<file path="src/rtl/wg_host_sequencer.sv">
`timescale 1ns/1ps
// Kernel-level workgroup source: latches one descriptor, streams one host request
// per workgroup through a valid/ack handshake, and counts completions until done.
module wg_host_sequencer #(
   parameter int WG_ID_WIDTH     = 6,
   parameter int WF_COUNT_WIDTH  = 4,
   parameter int WAVE_ITEM_WIDTH = 6,
   parameter int VGPR_ID_WIDTH   = 8,
   parameter int SGPR_ID_WIDTH   = 4,
   parameter int LDS_ID_WIDTH    = 8,
   parameter int GDS_ID_WIDTH    = 14,
   parameter int MEM_ADDR_WIDTH  = 32
) (
   input  logic                        clk,
   input  logic                        rst,
   input  logic                        cfg_start,
   input  logic [WG_ID_WIDTH:0]        cfg_num_wg,
   input  logic [WF_COUNT_WIDTH-1:0]   cfg_num_wf,
   input  logic [WAVE_ITEM_WIDTH-1:0]  cfg_wf_size,
   input  logic [VGPR_ID_WIDTH:0]      cfg_vgpr_size_per_wf,
   input  logic [SGPR_ID_WIDTH:0]      cfg_sgpr_size_per_wf,
   input  logic [LDS_ID_WIDTH:0]       cfg_lds_size_total,
   input  logic [GDS_ID_WIDTH:0]       cfg_gds_size_total,
   input  logic [MEM_ADDR_WIDTH-1:0]   cfg_start_pc,
   output logic                        host_wg_valid,
   output logic [WG_ID_WIDTH-1:0]      host_wg_id,
   output logic [WF_COUNT_WIDTH-1:0]   host_num_wf,
   output logic [WAVE_ITEM_WIDTH-1:0]  host_wf_size,
   output logic [VGPR_ID_WIDTH:0]      host_vgpr_size_per_wf,
   output logic [SGPR_ID_WIDTH:0]      host_sgpr_size_per_wf,
   output logic [LDS_ID_WIDTH:0]       host_lds_size_total,
   output logic [GDS_ID_WIDTH:0]       host_gds_size_total,
   output logic [MEM_ADDR_WIDTH-1:0]   host_start_pc,
   output logic [VGPR_ID_WIDTH:0]      host_vgpr_size_total,
   output logic [SGPR_ID_WIDTH:0]      host_sgpr_size_total,
   input  logic                        inflight_wg_buffer_host_rcvd_ack,
   input  logic                        inflight_wg_buffer_host_wf_done,
   input  logic [WG_ID_WIDTH-1:0]      inflight_wg_buffer_host_wf_done_wg_id,
   output logic                        busy,
   output logic                        kernel_done,
   output logic                        kernel_err
);

   localparam int NUM_SLOTS = 1 << WG_ID_WIDTH;
   localparam int VPROD_W   = WF_COUNT_WIDTH + VGPR_ID_WIDTH + 1;
   localparam int SPROD_W   = WF_COUNT_WIDTH + SGPR_ID_WIDTH + 1;
   localparam logic [WG_ID_WIDTH:0] CNT_ONE  = 1;
   localparam logic [WG_ID_WIDTH:0] CNT_ZERO = 0;

   typedef enum logic [1:0] {IDLE, ISSUE, GAP, DRAIN} state_e;

   state_e                        state_q;
   logic [WG_ID_WIDTH:0]          numWg_q;
   logic [WG_ID_WIDTH:0]          issueCnt_q, issueCnt_d;
   logic [WG_ID_WIDTH:0]          doneCnt_q, doneCnt_d;
   logic [NUM_SLOTS-1:0]          doneMap_q, doneMap_d;
   logic [WF_COUNT_WIDTH-1:0]     numWf_q;
   logic [WAVE_ITEM_WIDTH-1:0]    wfSize_q;
   logic [VGPR_ID_WIDTH:0]        vgprPerWf_q, vgprTotal_q;
   logic [SGPR_ID_WIDTH:0]        sgprPerWf_q, sgprTotal_q;
   logic [LDS_ID_WIDTH:0]         ldsTotal_q;
   logic [GDS_ID_WIDTH:0]         gdsTotal_q;
   logic [MEM_ADDR_WIDTH-1:0]     startPc_q;
   logic                          valid_q, kernelDone_q, kernelErr_q;

   logic [VPROD_W-1:0]            vgprProd;
   logic [SPROD_W-1:0]            sgprProd;
   logic                          cfgBad;
   logic                          doneLegal, doneIllegal, ackTaken;

   // Products are formed at full width so overflow is visible before truncation.
   always_comb begin
      vgprProd = VPROD_W'(cfg_num_wf) * VPROD_W'(cfg_vgpr_size_per_wf);
      sgprProd = SPROD_W'(cfg_num_wf) * SPROD_W'(cfg_sgpr_size_per_wf);
      cfgBad   = (cfg_num_wg == CNT_ZERO)
               || (|vgprProd[VPROD_W-1:VGPR_ID_WIDTH+1])
               || (|sgprProd[SPROD_W-1:SGPR_ID_WIDTH+1]);
   end

   // A completion is legal only for an already-issued WG not yet marked done;
   // the WG being acked this cycle is not yet below the issue count.
   always_comb begin
      doneLegal   = (state_q != IDLE) && inflight_wg_buffer_host_wf_done
                  && ({1'b0, inflight_wg_buffer_host_wf_done_wg_id} < issueCnt_q)
                  && !doneMap_q[inflight_wg_buffer_host_wf_done_wg_id];
      doneIllegal = (state_q != IDLE) && inflight_wg_buffer_host_wf_done && !doneLegal;
      doneMap_d   = doneMap_q;
      doneCnt_d   = doneCnt_q;
      if (doneLegal) begin
         doneMap_d[inflight_wg_buffer_host_wf_done_wg_id] = 1'b1;
         doneCnt_d = doneCnt_q + CNT_ONE;
      end
      ackTaken   = (state_q == ISSUE) && inflight_wg_buffer_host_rcvd_ack;
      issueCnt_d = ackTaken ? (issueCnt_q + CNT_ONE) : issueCnt_q;
   end

   always_ff @(posedge clk or negedge rst) begin
      if (!rst) begin
         state_q      <= IDLE;
         numWg_q      <= '0;
         issueCnt_q   <= '0;
         doneCnt_q    <= '0;
         doneMap_q    <= '0;
         numWf_q      <= '0;
         wfSize_q     <= '0;
         vgprPerWf_q  <= '0;
         vgprTotal_q  <= '0;
         sgprPerWf_q  <= '0;
         sgprTotal_q  <= '0;
         ldsTotal_q   <= '0;
         gdsTotal_q   <= '0;
         startPc_q    <= '0;
         valid_q      <= 1'b0;
         kernelDone_q <= 1'b0;
         kernelErr_q  <= 1'b0;
      end else begin
         kernelDone_q <= 1'b0;
         case (state_q)
            IDLE: begin
               if (cfg_start) begin
                  if (cfgBad) begin
                     kernelErr_q <= 1'b1;
                  end else begin
                     kernelErr_q <= 1'b0;
                     numWg_q     <= cfg_num_wg;
                     numWf_q     <= cfg_num_wf;
                     wfSize_q    <= cfg_wf_size;
                     vgprPerWf_q <= cfg_vgpr_size_per_wf;
                     sgprPerWf_q <= cfg_sgpr_size_per_wf;
                     vgprTotal_q <= vgprProd[VGPR_ID_WIDTH:0];
                     sgprTotal_q <= sgprProd[SGPR_ID_WIDTH:0];
                     ldsTotal_q  <= cfg_lds_size_total;
                     gdsTotal_q  <= cfg_gds_size_total;
                     startPc_q   <= cfg_start_pc;
                     issueCnt_q  <= '0;
                     doneCnt_q   <= '0;
                     doneMap_q   <= '0;
                     valid_q     <= 1'b1;
                     state_q     <= ISSUE;
                  end
               end
            end
            ISSUE: begin
               if (ackTaken) begin
                  valid_q <= 1'b0;
                  state_q <= (issueCnt_d == numWg_q) ? DRAIN : GAP;
               end
            end
            GAP: begin
               valid_q <= 1'b1;
               state_q <= ISSUE;
            end
            DRAIN: begin
               if (doneCnt_d == numWg_q) begin
                  kernelDone_q <= 1'b1;
                  state_q      <= IDLE;
               end
            end
            default: state_q <= IDLE;
         endcase
         if (state_q != IDLE) begin
            issueCnt_q <= issueCnt_d;
            doneCnt_q  <= doneCnt_d;
            doneMap_q  <= doneMap_d;
            if (doneIllegal) kernelErr_q <= 1'b1;
         end
      end
   end

   assign host_wg_valid         = valid_q;
   assign host_wg_id            = issueCnt_q[WG_ID_WIDTH-1:0];
   assign host_num_wf           = numWf_q;
   assign host_wf_size          = wfSize_q;
   assign host_vgpr_size_per_wf = vgprPerWf_q;
   assign host_sgpr_size_per_wf = sgprPerWf_q;
   assign host_lds_size_total   = ldsTotal_q;
   assign host_gds_size_total   = gdsTotal_q;
   assign host_start_pc         = startPc_q;
   assign host_vgpr_size_total  = vgprTotal_q;
   assign host_sgpr_size_total  = sgprTotal_q;
   assign busy                  = (state_q != IDLE);
   assign kernel_done           = kernelDone_q;
   assign kernel_err            = kernelErr_q;

endmodule

</file>
<file path="config.mk">
export PLATFORM = sky130hd
export DESIGN_NAME = wg_host_sequencer
export DESIGN_NICKNAME = d
export VERILOG_FILES = /design/src/rtl/wg_host_sequencer.sv
export SDC_FILE = /design/constraint.sdc
export NUM_CORES = 1
export LEC_CHECK = 0
export ABC_AREA = 0
export BUFFER_PORTS_ARGS = -buffer_cell sky130_fd_sc_hd__buf_4
export CAP_MARGIN = 20
export CORE_MARGIN = 2
export CORE_UTILIZATION = 50
export CTS_CLUSTER_SIZE = 12
export DETAILED_ROUTE_END_ITERATION = 6
export PLACE_DENSITY_LB_ADDON = 0.05
export SLEW_MARGIN = 20
export SYNTH_ARGS = -nofsm -noshare
export SYNTH_HDL_FRONTEND = slang
export SYNTH_SLANG_ARGS = --single-unit
export TNS_END_PERCENT = 1
</file>
<file path="constraint.sdc">
create_clock -name clk -period 2.7 [get_ports clk]
set_input_delay 0.54 -clock clk [delete_from_list [all_inputs] [get_ports clk]]
set_output_delay 0.54 -clock clk [all_outputs]
set_load 0.005 [all_outputs]
</file>
==> results.env <==
TIMING.HOLD.WS_NS=0.0613
CRIT_REQUIRED_NS=3.01
FINALHOLDVIOLCOUNT=0
TIMING.RR.END='doneMap_q[23]$_DFFE_PN0P_'
TIMING.FINAL.CRIT_PERIOD_NS=3.79
FILLCELLCOUNT=1481
VIOLATIONS='negative setup slack'
ROUTED_WL_UM=25800
SYNTH.AREA.TOP_CELLS='sky130_fd_sc_hd__dfrtp_1 47%, sky130_fd_sc_hd__mux2_2 11%, sky130_fd_sc_hd__o2bb2ai_1 5.6%'
SLEW_HEADROOM_PCT=62.6
TIGHTEST_SLEW_NS=0.559
MAPPEDNETLISTNETS=974
DIODES=0
MIN_PERIOD_OVER_PERIOD_PCT=140
GLOBAL_ROUTE_WIRE_LENGTH_BEFORE_REPAIR_UM=39600
FIN_TNS_SETUP_NS=-187.04
GRT_REMAINING_OVERFLOW=0
WORST_CLOCK_SKEW_NS=0.0128
SETUP.REG_TO_REG.WORST_SLACK_NS=0.07
REG2REG_FROM='doneMap_q[54]$_DFFE_PN0P_'
MAXCLOCKFREQUENCY_MHz=264
PLACEMENT.SETUP.WORST_SLACK_NS=-1.60
DESIGN.FINAL.NETS=1279
VIA_PER_INST=5.44
FINAL.SETUP.WORST_SLACK_NS=-1.09
SYNTH-ASYNC-RESET-RATIO_PCT=100
FLOORPLAN.INITIALDENSITY_PCT=50.6
AREA_USED_BY_MULTI_INPUT_COMBINATIONAL_LOGIC_UM2=5030
SYNTH_COMMONEST_CELLS='184 x sky130_fd_sc_hd__dfrtp_1, 99 x sky130_fd_sc_hd__mux2_2, 62 x sky130_fd_sc_hd__o2bb2ai_1, 50 x sky130_fd_sc_hd__nand2_1, 39 x sky130_fd_sc_hd__and2_1'
PLACEMENT_ROWS=51
HOLD_BUFFER_COUNT_AT_CTS=0
SYN_INST=819
WIRE_PER_INST_UM=18.4
POWER_SWITCHING_uW=3420
FINALMAXSLEWVIOLATIONS=0
DETAIL_ROUTE.DRC_VIOLATIONS=0
SYNTH_LARGEST_AREA_CELL='sky130_fd_sc_hd__dfrtp_1'
NUMBER_OF_ANTENNA_VIOLATIONS_AT_THE_FIRST_CHECK_IN_GLOBAL_ROUTING=1
SYNTH_SEQUENTIAL_AREA_RATIO_PCT=47.1
SHARE_CLK_OF_TOTAL_POWER_PCT=25.1
POWER_FRAC_COMB_PCT=36.9
ROUTABILITY_CONGESTION=0.851
GRT_UTIL_ALL_LAYERS_PCT=24.4
FP.DIEAREA_UM2=20700
VIAS_IN_THE_FIRST_GLOBAL_ROUTE=7804
POWER_DENSITY_nW_PER_UM2=786
LEAKAGE_uW=0.00680
CAP_VIOLATIONS=0
STATUS='finished, violations left'
LAYOUT-DRIVE-GT1-SHARE_PCT=46.6
CLOCK_TREE.ROOT_CELL='sky130_fd_sc_hd__clkbuf_16'
REGAREA_UM2=4600
GROWTH_OF_DESIGN_AREA_FROM_SYNTHESIS_TO_FINISH_PCT=39.0
CTS_TREE='done'
POSTSYNTHREGISTERBITS=184
AREA_SHARE_OF_THE_LARGEST_CELL_TYPE_AFTER_SYNTHESIS_PCT=47.1
YOSYSWARNINGS=0
FINALSETUPVIOLATIONS=182
IR_DROP_uV=480
CTS_MAX_LEVEL=4
POST_SYNTHESIS_INSTANCE_AREA_UM2=9770
NUM_VIAS=7625
SETUP.WORST_PATH.END='doneMap_q[28]$_DFFE_PN0P_'
DETAILED_PLACE.AREA_UM2=12400
CRITICALPATHCATEGORY='input pin to register'
BUFFER_PORTS.INSERTED=201
LAYOUT.CORE_UTILIZATION_PCT=70.3
SYNTH.LIB_CELLS_USED.DISTINCT=62
CTS_BUFFERS=17
CLK_TRANSITION_REPORTED_PATHS_NS=0.08
ANT_NETS=0
SEQPWRFRAC_PCT=38.0
DIE_X_UM=144
POST-SYNTH-TOP-COUNT-CELL='sky130_fd_sc_hd__dfrtp_1'
CORE_AREA_UM2=19300
WORSTSKEWPAIRLATENCY_NS=0.45
PLACE_HPWL_UM=17700
CP_ARRIVAL_NS=4.09
CP-STARTPOINT='cfg_vgpr_size_per_wf[0]'
SYNTH_ENABLE_FLOP_CELLS=0
WORSTPATHMAXFANOUT=9
P_SW_SHARE_PCT=32.0
DIEHEIGHT_UM=144
R2R.WORST_PATH.CELLS=8
WORST_SETUP_END_KIND='register'
NUMCLOCKSINKS=184
MAXIMUM_NUMBER_OF_PINS_ON_ONE_NET_BEFORE_GLOBAL_ROUTE_REPAIR=58
DRT_FIRST_ITER_VIOLATIONS=351
SYN_AREA_PER_CELL_UM2=11.9
CLOCK_PATH_BUFFERS=2
GRT_SETUP_UNREPAIRED='true'
NUM_IO_PINS=202
HP-CLASS='input pin to asynchronous set/reset pin'
POWER.INTERNAL_uW=7270
DESIGN_AREA_UM2=13600
DR.PASS1.ITERS=5
YS.FLOP_TYPE='sky130_fd_sc_hd__dfrtp_1'
CRITICAL_PATH.STARTPOINT_TYPE='input pin'
-- per-stage QoR --
step,total power [uW],instances
floorplan,6070,819
detailed placement,7860,1354
CTS,10600,1387
finish,10700,1402
global route,11300,1402
global placement,7780,1354
-- cell type report --
cell class,count,share of cell area [%]
multi-input cells,549,37.0
flip-flops and latches,184,33.9
repair buffers,336,21.0
clock buffers,17,3.13
well taps,265,2.44
clock inverters,15,1.52
inverters,36,0.994
-- cell usage in the layout, fill, tap and decap left out, types with 7 or more instances in the layout --
| cell | synthesis | routed |
|---|---|---|
| sky130_fd_sc_hd__o21ai_0 | 18 | 12 |
| sky130_fd_sc_hd__nand2b_1 | 7 | 7 |
| sky130_fd_sc_hd__o2bb2ai_2 | 0 | 11 |
| sky130_fd_sc_hd__buf_12 | 0 | 9 |
| sky130_fd_sc_hd__nor3_1 | 11 | 8 |
| sky130_fd_sc_hd__buf_4 | 13 | 310 |
| sky130_fd_sc_hd__mux4_2 | 10 | 10 |
| sky130_fd_sc_hd__clkbuf_16 | 0 | 25 |
| sky130_fd_sc_hd__fa_1 | 20 | 19 |
| sky130_fd_sc_hd__a21oi_1 | 19 | 14 |
| sky130_fd_sc_hd__inv_1 | 36 | 35 |
| sky130_fd_sc_hd__ha_1 | 37 | 34 |
| sky130_fd_sc_hd__mux2i_1 | 11 | 11 |
| sky130_fd_sc_hd__dfrtp_1 | 184 | 184 |
| sky130_fd_sc_hd__nand4_1 | 7 | 7 |
| sky130_fd_sc_hd__mux2_2 | 99 | 98 |
| sky130_fd_sc_hd__nand3_1 | 8 | 7 |
| sky130_fd_sc_hd__o2bb2ai_1 | 62 | 51 |
| sky130_fd_sc_hd__nor2_1 | 20 | 20 |
| sky130_fd_sc_hd__xor2_1 | 10 | 10 |
| sky130_fd_sc_hd__and2_1 | 39 | 39 |
| sky130_fd_sc_hd__xnor2_1 | 21 | 21 |
| sky130_fd_sc_hd__nand2_1 | 50 | 47 |
-- critical path: stages --
cell,delay (ns)
sky130_fd_sc_hd__buf_4,0.10
sky130_fd_sc_hd__nand2_2,0.06
sky130_fd_sc_hd__fa_1,0.48
sky130_fd_sc_hd__fa_1,0.53
sky130_fd_sc_hd__inv_1,0.04
sky130_fd_sc_hd__ha_1,0.27
sky130_fd_sc_hd__a21o_1,0.21
sky130_fd_sc_hd__a21oi_4,0.18
sky130_fd_sc_hd__o21bai_4,0.09
sky130_fd_sc_hd__a2111oi_4,0.44
sky130_fd_sc_hd__o21a_1,0.19
sky130_fd_sc_hd__o211a_1,0.23
sky130_fd_sc_hd__nand3_4,0.11
sky130_fd_sc_hd__buf_12,0.16
sky130_fd_sc_hd__buf_12,0.15
sky130_fd_sc_hd__clkbuf_16,0.17
sky130_fd_sc_hd__o2bb2ai_1,0.12
-- power by group through the flow --
stage / logic, uW / clock network [uW] / registers, uW
after floorplan: 2030 / 0 / 4040
after global placement: 3710 / 0 / 4070
after detailed placement: 3770 / 0 / 4090
after CTS: 3850 / 2730 / 4060
after global routing: 4330 / 2840 / 4170
final: 3940 / 2680 / 4060
-- registers in the layout, indices dropped and copies added (netlist names) --
name / cells
doneCnt_q: 7
doneMap_q: 64
host_gds_size_total: 15
host_lds_size_total: 9
host_num_wf: 4
host_sgpr_size_per_wf: 5
host_sgpr_size_total: 5
host_start_pc: 32
host_vgpr_size_per_wf: 9
host_vgpr_size_total: 9
host_wf_size: 6
host_wg_valid: 1
issueCnt_q: 7
kernel_done: 1
kernel_err: 1
numWg_q: 7
state_q: 2
-- worst min path at each step --
| stage | end | slack [ns] |
|---|---|---|
| finish | doneMap_q[61]$_DFFE_PN0P_ | 0.06 |
| global route | doneMap_q[61]$_DFFE_PN0P_ | 0.08 |
| CTS | doneMap_q[61]$_DFFE_PN0P_ | 0.07 |
| detailed placement | doneMap_q[47]$_DFFE_PN0P_ | 0.47 |
| global placement | doneMap_q[24]$_DFFE_PN0P_ | 0.46 |
| floorplan | doneCnt_q[0]$_DFFE_PN0P_ | 0.24 |
-- logic make-up (layout without fill, tap and decap cells) --
kind of cell | after synthesis | in the layout | synth area share (%)
flip-flops | 184 | 184 | 47.1
AND/OR/NAND/NOR | 177 | 177 | 9.64
multiplexers | 121 | 121 | 15.0
AO/OA/AOI/OAI | 163 | 163 | 12.6
buffers and inverters | 86 | 404 | 4.11
adder cells (fa/ha/maj) | 57 | 57 | 8.83
XOR/XNOR | 31 | 31 | 2.78
-- metal layers --
layer / vias to the layer above / global-route usage (%) / wire length, um
li1: 3563 / - / -
met1: 3830 / 32.1 / 11300
met2: 194 / 40.0 / 12800
met3: 36 / 6.43 / 1320
met4: 2 / 6.81 / 420
met5: - / 0 / 16
-- timing repair --
item | CTS | global route
gates resized for setup | 15 | 38
hold endpoints to repair | 0 | 0
buffers inserted | 1 | 6
gates cloned | 0 | 9
setup endpoints to repair | 184 | 184
pin swaps | 2 | 12
No activity file was read; power rests on OpenSTA's default activity.
